**src/rtl/fetch_busio.sv**
```systemverilog
// Fetch-side bus responder: one-entry line buffer fed by a req/gnt + rvalid memory transaction.
// Latency: hit/misaligned answer combinationally; a miss seen in cycle N is ready in cycle N+3 at best.
// Backpressure: fetch_stall stays high until the word is buffered; mem_req/mem_addr hold until mem_gnt.
module fetch_busio #(
    parameter logic [31:0] NOP_INSTR = 32'h0000_0013,
    parameter int unsigned CNT_WIDTH = 32
) (
    input  logic                 clk,
    input  logic                 reset,
    input  logic [31:0]          fetch_address,
    input  logic                 flush,
    output logic [31:0]          fetch_data,
    output logic                 fetch_ready,
    output logic                 fetch_stall,
    output logic                 fetch_fault,
    output logic                 mem_req,
    output logic [31:0]          mem_addr,
    input  logic                 mem_gnt,
    input  logic                 mem_rvalid,
    input  logic [31:0]          mem_rdata,
    input  logic                 mem_err,
    output logic [CNT_WIDTH-1:0] miss_count
);

    typedef enum logic [1:0] {
        IDLE = 2'd0,
        REQ  = 2'd1,
        WAIT = 2'd2
    } state_t;

    state_t      state;
    state_t      state_nxt;

    logic        buf_valid;
    logic [29:0] buf_tag;
    logic [31:0] buf_data;
    logic        buf_err;
    logic        orphan;
    logic [29:0] req_tag;

    logic        misaligned;
    logic        hit;
    logic        issue;
    logic        resp;
    logic        fill;

    // Fetch-side answer is purely combinational on the buffer contents.
    assign misaligned  = |fetch_address[1:0];
    assign hit         = buf_valid && (buf_tag == fetch_address[31:2]);
    assign fetch_ready = misaligned || hit;
    assign fetch_fault = misaligned || (hit && buf_err);
    assign fetch_data  = (fetch_ready && !fetch_fault) ? buf_data : NOP_INSTR;
    assign fetch_stall = ~fetch_ready;

    // The request is exactly the REQ state; the address comes from the latched tag so it cannot move.
    assign mem_req  = (state == REQ);
    assign mem_addr = {req_tag, 2'b00};

    // State register.
    always_ff @(posedge clk or negedge reset) begin
        if (!reset) begin
            state <= IDLE;
        end else begin
            state <= state_nxt;
        end
    end

    // Next state and per-cycle actions; a response arriving with flush is dropped but still retires the FSM.
    always_comb begin
        state_nxt = state;
        issue     = 1'b0;
        resp      = 1'b0;
        fill      = 1'b0;
        case (state)
            IDLE: begin
                if (!misaligned && !hit && !flush) begin
                    issue     = 1'b1;
                    state_nxt = REQ;
                end
            end
            REQ: begin
                if (mem_gnt) begin
                    state_nxt = WAIT;
                end
            end
            WAIT: begin
                if (mem_rvalid) begin
                    resp      = 1'b1;
                    fill      = !orphan && !flush;
                    state_nxt = IDLE;
                end
            end
            default: state_nxt = IDLE;
        endcase
    end

    // Buffer, request tag, orphan marker and saturating miss counter.
    always_ff @(posedge clk or negedge reset) begin
        if (!reset) begin
            buf_valid  <= 1'b0;
            buf_tag    <= '0;
            buf_data   <= '0;
            buf_err    <= 1'b0;
            orphan     <= 1'b0;
            req_tag    <= '0;
            miss_count <= '0;
        end else begin
            if (issue) begin
                req_tag <= fetch_address[31:2];
            end
            if (issue && (miss_count != '1)) begin
                miss_count <= miss_count + {{(CNT_WIDTH-1){1'b0}}, 1'b1};
            end
            if (flush) begin
                buf_valid <= 1'b0;
            end else if (fill) begin
                buf_valid <= 1'b1;
            end
            if (fill) begin
                buf_tag  <= req_tag;
                buf_data <= mem_rdata;
                buf_err  <= mem_err;
            end
            if (resp) begin
                orphan <= 1'b0;
            end else if (flush && (state != IDLE)) begin
                orphan <= 1'b1;
            end
        end
    end

endmodule

```
**config.mk**
```make
export PLATFORM = sky130hd
export DESIGN_NAME = fetch_busio
export DESIGN_NICKNAME = d
export VERILOG_FILES = /design/src/rtl/fetch_busio.sv
export SDC_FILE = /design/constraint.sdc
export NUM_CORES = 1
export LEC_CHECK = 0
export BUFFER_PORTS_ARGS = -buffer_cell sky130_fd_sc_hd__buf_4
export CAP_MARGIN = 30
export CORE_MARGIN = 1
export CORE_UTILIZATION = 45
export DETAILED_ROUTE_END_ITERATION = 16
export PLACE_DENSITY_LB_ADDON = 0.08
export SYNTH_ARGS = -nofsm -noshare
export SYNTH_HDL_FRONTEND = slang
export SYNTH_SLANG_ARGS = --single-unit
```
**constraint.sdc**
```tcl
create_clock -name clk -period 2.27 [get_ports clk]
set_input_delay 0.227 -clock clk [delete_from_list [all_inputs] [get_ports clk]]
set_output_delay 0.227 -clock clk [all_outputs]
set_load 0.05 [all_outputs]
```
* Word level (Yosys, flattened, before mapping)
Index checks and enable logic that the tools add are counted.
W data, S select, Z words.
** Operators by class
- $add $sub $neg :: 1
- Multipliers :: 0
- Divide/modulo/power cells :: 0
- Order comparisons :: 0
- Eq/ne operators :: 7
- Shifts and indexed selects :: 0
- Muxes and demuxes :: 15
- Bitwise gates (word level) :: 1
- Reductions and logical operators :: 21
** Operator list (number)
- $add A32 B1 Y32 const B :: 1
- $mux W32 :: 1
- $ne A32 B32 Y1 const B :: 1
- $eq A30 B30 Y1 :: 1
- $mux W1 :: 10
- $logic_and A1 B1 Y1 :: 8
- $mux W2 :: 3
- $pmux W2 S3 :: 1
- $reduce_bool A2 Y1 :: 3
- $logic_not A1 Y1 :: 5
- $ne A2 B2 Y1 const B :: 2
- $reduce_and A3 Y1 :: 1
- $eq A2 B1 Y1 const B :: 1
- $eq A2 B2 Y1 const B :: 1
- $logic_not A2 Y1 :: 1
- $logic_or A1 B1 Y1 :: 2
- $ne A2 B1 Y1 const B :: 1
- $reduce_or A2 Y1 :: 1
- $not A1 Y1 :: 1
** Word-level totals
- Flip-flop bits (word level) :: 129
- Bits in latches :: 0
- Bits in writable memories :: 0
- Memory bits (read-only) :: 0
- Input port bits :: 70
- Word-level logic and storage cells :: 53
- Memories :: 0

* Depth between registers and ports, before layout
Gate-level depths: netlist of the first run.
- Word-level depth :: 8
- Gate-level depth with buffers :: 8
- Mapped depth without buffers :: 7

* Worst setup path before layout of the first run
No wires, ideal clock.
- Kind :: register -> output
- Start point :: register buf_tag[22]
- End point :: output fetch_fault
- Data arrival time :: 2456 ps
- Setup slack :: -413 ps
- Stages on the path, launching flop included :: 7
- Buffers on the path :: 1
- Cells stage by stage :: dfrtp_1 xnor2_1 nand4_1 nor4_1 nand3_1 clkbuf_1 o21ai_0
** On the way
- Cells in the longest elaborated chain, start to end :: 4
** RTL lines
- start, declared :: line 35 : logic [29:0] buf_tag;
- start signal, assigned :: line 120 : buf_tag <= req_tag;
- $eq A30 B30 Y1 :: line 49 : assign hit = buf_valid && (buf_tag == fetch_address[31:2]);
- $logic_and A1 B1 Y1 :: line 49
- $logic_and A1 B1 Y1 :: line 51 : assign fetch_fault = misaligned || (hit && buf_err);
- $logic_or A1 B1 Y1 :: line 51
- end, declared :: line 15 : output logic fetch_fault,
No other way between the ends.

* Final worst setup path of the first run
- Start point :: register buf_tag[2]
- End point :: output fetch_data[5]
** On the way
- Cells in the longest elaborated chain, start to end :: 7
** RTL lines
- $eq A30 B30 Y1 (*) :: line 49
- $logic_and A1 B1 Y1 (*) :: line 49
- $logic_and A1 B1 Y1 :: line 51
- $logic_or A1 B1 Y1 :: line 51
- $logic_not A1 Y1 :: line 52 : assign fetch_data = (fetch_ready && !fetch_fault) ? buf_data : NOP_INSTR;
- $logic_and A1 B1 Y1 (*) :: line 52
- $mux W32 (*) :: line 52
- end, declared :: line 12 : output logic [31:0] fetch_data,
Every way passes the cells marked *; elsewhere a longest branch is shown, timed or not.

==> results of run 1 <==
## per-layer routing
metal  up-vias  part of all wire, %  GRT usage (%)
li1       2035                    -              -
met1      2106                   44          26.70
met2       142                   48          31.60
met3        18                  6.2          6.279
met4         0                  2.1          8.861
met5         -                    0              0
## path summary, 6_finish.rpt
path                                  end  cells after the start           start
setup / recovery            fetch_data[5]                      9      buf_tag[2]
hold / removal                    buf_err                      3         mem_err
setup reg to reg               req_tag[8]                      8     buf_tag[24]
hold reg to reg            miss_count[31]                      1  miss_count[31]
max in group asynchronous  miss_count[16]                      3           reset
min in group asynchronous    buf_data[26]                      3           reset
## power breakdown
| group | internal [mW] | total (mW) | switching (mW) | leakage (nW) |
|---|---|---|---|---|
| Sequential | 3.02 | 3.52 | 0.496 | 1.65 |
| Combinational | 1.14 | 2.48 | 1.34 | 1.97 |
| Clock | 1.87 | 2.78 | 0.908 | 0.299 |
## registers in the layout, summed over array words and instances (netlist names)
name / count
orphan: 1
buf_tag: 30
state: 2
buf_valid: 1
miss_count: 32
buf_err: 1
buf_data: 32
req_tag: 30
## through the flow
| stage | TNS, ns | hold WS [ns] | total power [mW] |
|---|---|---|---|
| after floorplan | 0 | -0.06859 | 5.078 |
| after global placement | 0 | 0.2810 | 5.813 |
| after detailed placement | -1.569 | 0.2732 | 5.908 |
| after CTS | -11.94 | 0.005760 | 8.829 |
| after global routing | -18.55 | 0.02045 | 9.221 |
| final | -12.29 | 0.02685 | 8.780 |
## Yosys cell counts, types with 2 or more instances
library cell / count
nand4_1: 29
clkbuf_1: 3
clkbuf_2: 3
o21ai_0: 3
nor3_1: 3
mux2_1: 30
nand3b_1: 2
nor2_1: 13
buf_4: 2
and4_1: 5
nor2b_1: 2
and2_1: 31
and3_1: 11
nand2b_1: 5
inv_1: 6
nand2_1: 19
mux2_2: 64
buf_2: 7
nor4_1: 6
nand3_1: 21
dfrtp_1: 129
buf_6: 3
xnor2_1: 59
## final cells by class
type | instances | share of cell area, %
sequential | 129 | 37.75
multi-input combinational | 316 | 32.06
timing repair buffer | 190 | 20.19
clock buffer | 28 | 6.042
tap | 172 | 2.516
clock inverter | 4 | 1.112
inverter | 6 | 0.3072
antenna | 1 | 0.02926
## worst max-delay path, cell delays in order, from the launching register on
cell and delay, ns:
dfrtp_1 0.40, xnor2_2 0.19, nand4_1 0.14, nor4_2 0.34, nand3_1 0.17, nor4_4 0.17
buf_6 0.17, buf_12 0.14, and2_1 0.16, buf_6 0.16
## cell families (layout without fill, tap and decap cells)
kind of cell    after synthesis  after routing  share of synthesized area [%]
compound gates                7              7                         0.8692
xor+xnor                     60             60                          8.902
fa+ha+maj                     1              1                         0.2119
buf+inv                      24            228                          2.246
flops                       129            129                          54.68
mux                          94             94                          17.93
other cells                   1              3                        0.06353
simple gates                152            152                          15.09
## timing repair
item | in CTS | in global routing
setup buffers | 2 | 5
pin swaps | 2 | 11
endpoints found under the setup margin | 37 | 83
gates cloned | 0 | 2
gates resized for setup | 54 | 34
endpoints found under the hold margin | 130 | 0
hold buffers | 2 | 0
==> results.md, run 1 <==
* Initial antenna violation count at 0
* Nets at roughly 730
* Critical Path Sink Type: primary output
* Synth top area share at around 55%
* Drt pass-1 iters at 4
* Peak Freq at approximately 370 MHz
* Post-synth EDFFs at 0
* Crit path launch type: flop
* Die ar. at approximately 14000 um2
* Site Rows at just over 40
* RePlAce Congestion at roughly 0.84
* DRC Markers at 0
* Mapped Area at about 6000 um2
* Ys Warns at 0
* Synth Register Bits at 129
* Max_slew headroom at around two thirds
* Total grt overflow at 0
* Top FF cell, synth: dfrtp_1
* # H-tree levels at 4
* Final WL at 13550 um
* Reg2Reg Setup Slack at about 0.090 ns
* Register area share after synthesis at between 50% and 60%
* IO buf count at between 150 and 200
* First-pass GRT wire length at between 20000 and 25000 um
* Die Span Y at ~120 um
* Total number of vias at between 4000 and 5000
* Die W at about 120 um
* Fin crit period at 2.684 ns
* Starting Density at 46.40%
* Avg WL per Cell at about 16 um
* Syn avg cell area at 12.61 um2
* # Max-Cap Violations at 0
* Worst Path Arrival at around 2.5 ns
* Multi-input gate area at between 2000 and 3000 um2
* Final setup fails at 35
* Placed instance area at around 7500 um2
* GRT Total Usage at roughly a fifth
* Reg area at 3228 um2
* Post-synth cell types at 35
* Core ar. at 12720 um2
* Share of cells above drive strength 1 at between 40% and 50%
* Fillers at about 990
* Leak at roughly 3.9 nW
* Most common cell after layout, fill and taps aside: buf_4
* Root buf cell: clkbuf_16
* Most frequent cells in the layout: buf_4, dfrtp_1, mux2_2, xnor2_1, mux2_1
* Worst-path maximum fanout at 16
* Max-slew violations at 0
* Post-Layout Cell Count at around 850
* VDD IR-drop max at 802.0 uV
* Starting DRT DRC Count at 158
* Largest net degree at the start of global routing at 70
* Io pins at between 150 and 200
* Power Dens Cells at 1027 nW/um2
* CTS max path bufs at 2
* Worst setup path class: reg2out
* Finished Core Util at 67.22%
* Min-Delay Path Class: in2reg
* Area contributors post-synth: dfrtp_1, mux2_2, xnor2_1, mux2_1, and2_1
* Area Overhead vs Synth at 44.87%
* Mapped Cells at approximately 470
* Clock sinks at roughly 130
* CTS clock-pin slew for the worst setup and hold paths at about 0.05 ns
* Unrepaired setup endpoints after global routing: yes
* Vias per cell at roughly 5.1
* Worst Setup Slack, final at -0.4145 ns
* Clock skew at 0.007800 ns
* Period utilisation layout at 118.3%
* Layout Cell Area excl Fill at 8552 um2
* Outcome: finished with violations
* Dpl ws at -0.07181 ns
* Final HPWL DP at about 9400 um
* Critical path required time at 2.04 ns
* Actual slew at the worst max-slew pin at between 0.4 and 0.5 ns
* CTS tree: built
* Placed cell count at 802
* Clock latency on the worst-skew pair at 0.41 ns
* Remaining antenna violation count at 0
* Area leader, netlist: dfrtp_1
* FFs w/ async S/R, synth at 100.0%
* Vias in the first global route at ~4200
* Total CTS buffers at 17
* Failing checks: setup timing
* Final hold violation count at 0
(Power assumes the default switching activity.)
==> run 2: changes to the inputs <==
--- a/config.mk
+++ b/config.mk
@@ -8,7 +8,7 @@
 export BUFFER_PORTS_ARGS = -buffer_cell sky130_fd_sc_hd__buf_4
 export CAP_MARGIN = 30
 export CORE_MARGIN = 1
-export CORE_UTILIZATION = 45
+export CORE_UTILIZATION = 40
 export DETAILED_ROUTE_END_ITERATION = 16
 export PLACE_DENSITY_LB_ADDON = 0.08
 export SYNTH_ARGS = -nofsm -noshare
==> results.md, run 2 (same netlist as run 1, synthesis figures left out) <==
* Outcome: finished with violations
* Failing checks: setup timing
* Remaining antenna violation count at 0 (unchanged)
* Area Overhead vs Synth at 46.40%
* Worst Path Arrival at 2.33 ns (-0.13 ns)
* Total CTS buffers at 17 (unchanged)
* Worst-path maximum fanout at 32 (+16)
* Initial antenna violation count at 0 (unchanged)
* Most common cell after layout, fill and taps aside: buf_4
* Final setup fails at 65 (+86%)
* Power Dens Cells at 1040 nW/um2 (+1.3%)
* Placed cell count at 814 (+1.5%)
* Placed instance area at 7446 um2 (-0.13%)
* Largest regs: buf_data (32), miss_count (32)
* Layout Cell Area excl Fill at 8642 um2 (+1.1%)
* Actual slew at the worst max-slew pin at 0.7138 ns (+0.2213 ns)
* IO buf count at 167 (unchanged)
* Core ar. at 14480 um2 (+14%)
* Worst Setup Slack, final at -0.2858 ns (+0.1287 ns)
* # Max-Cap Violations at 0 (unchanged)
* CTS tree: built
* Min-Delay Path Class: in2reg
* Starting Density at 40.77% (-5.6 points)
* Starting DRT DRC Count at 166 (+5.1%)
* Max_slew headroom at 52.41% (-15 points)
* Most frequent cells in the layout: buf_4, dfrtp_1, mux2_2, xnor2_1, buf_6
* Site Rows at 44 (+7.3%)
* GRT Total Usage at 19.05% (-1.4 points)
* CTS clock-pin slew for the worst setup and hold paths at 0.06 ns (about the same)
* Total grt overflow at 0 (unchanged)
* Antenna diodes at 0 (-1)
* Crit path largest cell delay at 0.41 ns (about the same)
* # H-tree levels at 4 (unchanged)
* Finished Core Util at 59.69% (-7.5 points)
* Fillers at 1219 (+23%)
* Root buf cell: clkbuf_16
* CTS max path bufs at 2 (unchanged)
* Max-slew violations at 0 (unchanged)
* Peak Freq at 391.3 MHz (+5.0%)
* Reg area at 3228 um2 (unchanged)
* Unrepaired setup endpoints after global routing: yes
* Share of cells above drive strength 1 at 50.52% (+2.8 points)
* Vias in the first global route at 4051 (-2.9%)
* Worst setup path class: reg2out
* Nets at 731 (unchanged)
* Die W at 123.5 um (+6.0%)
* Io pins at 170 (unchanged)
* Drt pass-1 iters at 4 (unchanged)
* Crit path launch type: flop
* Vias per cell at 5.018 (-1.3%)
* RePlAce Congestion at 0.8301 (-0.90%)
* Clock sinks at 129 (unchanged)
* Die ar. at 15250 um2 (+12%)
* First-pass GRT wire length at 21760 um (+4.4%)
* Avg WL per Cell at 17.32 um (+8.2%)
* Critical Path Sink Type: primary output
* VDD IR-drop max at 581.4 uV (-28%)
* DRC Markers at 0 (unchanged)
* Hold slack at 0.03180 ns (+0.004949 ns)
* Leak at 4.073 nW (+3.9%)
* CP Cell Sequence: xnor2_2, nand4_1, nor4_2, nand3_1, nor4_4, buf_12, and2_1, buf_6
* Multi-input gate area at 2825 um2 (+3.1%)
* Critical path required time at 2.04 ns (about the same)
* Final WL at 14840 um (+9.6%)
* Critical path's slowest cell: dfrtp_1
* Post-Layout Cell Count at 857 (+1.3%)
* Dpl ws at 0.01860 ns (+0.09041 ns)
* Total number of vias at 4300 (-0.023%)
* Final HPWL DP at 9848 um (+4.2%)
* Largest net degree at the start of global routing at 54 (-23%)
* Fin crit period at 2.556 ns (-0.1287 ns)
* Clock latency on the worst-skew pair at 0.41 ns (about the same)
* Die Span Y at 123.5 um (+6.0%)
* Clock skew at 0.005305 ns (-0.002495 ns)
* Final hold violation count at 0 (unchanged)
* Period utilisation layout at 112.6% (-5.7 points)
[run 2: worst paths after layout]
check / start / to / slack, ns / cells after the start
worst min register to register: buf_data[24] / buf_data[24] / 0.49 / 1
min in group asynchronous: reset / buf_data[30] / 0.41 / 2
worst max-delay path: buf_tag[7] / fetch_data[8] / -0.29 / 8
worst min-delay path: flush / buf_valid / 0.03 / 2
max in group asynchronous: reset / miss_count[2] / 1.13 / 3
worst max register to register: buf_tag[6] / req_tag[1] / -0.06 / 9
[run 2: cell type report]
class	instances	share of cell area, %
multi-input combinational	316	32.69
sequential	129	37.35
clock inverter	9	1.491
clock buffer	23	5.646
inverter	6	0.3040
timing repair buffer	190	19.85
tap	184	2.664
[run 2: stage by stage]
| stage | total power, mW | setup TNS, ns |
|---|---|---|
| floorplan | 5.078 | 0 |
| global placement | 5.869 | 0 |
| detailed placement | 5.936 | 0 |
| CTS | 8.896 | -9.331 |
| global route | 9.423 | -18.18 |
| finish | 8.986 | -10.16 |
[run 2: worst max-delay path: cells and delay by family, from the launching register on]
kind | cells | cell delay, ns
XOR/XNOR | 1 | 0.18
buffers and inverters | 2 | 0.36
AND/OR/NAND/NOR | 5 | 0.94
flip-flops | 1 | 0.41
[run 2: metal layers]
metal	global-route usage [%]	vias up	routed length [um]
met4	6.627	0	202
li1	-	2026	-
met1	25.61	2108	6731
met5	0	-	0
met3	5.443	18	880
met2	29.40	148	7028
[run 2: power breakdown]
group	internal (mW)	switching (mW)	leakage, nW
clock network	1.84	0.979	0.299
registers	3.02	0.495	1.65
logic	1.25	1.40	2.12
total	6.11	2.87	4.07
[run 2: what timing repair did]
action                                  CTS  global route
hold buffers                              2             0
gates cloned                              1             3
endpoints found under the setup margin   35            67
buffers inserted                          3             2
pin swaps                                 4             2
hold endpoints to repair                 52             0
gates resized for setup                  57            40
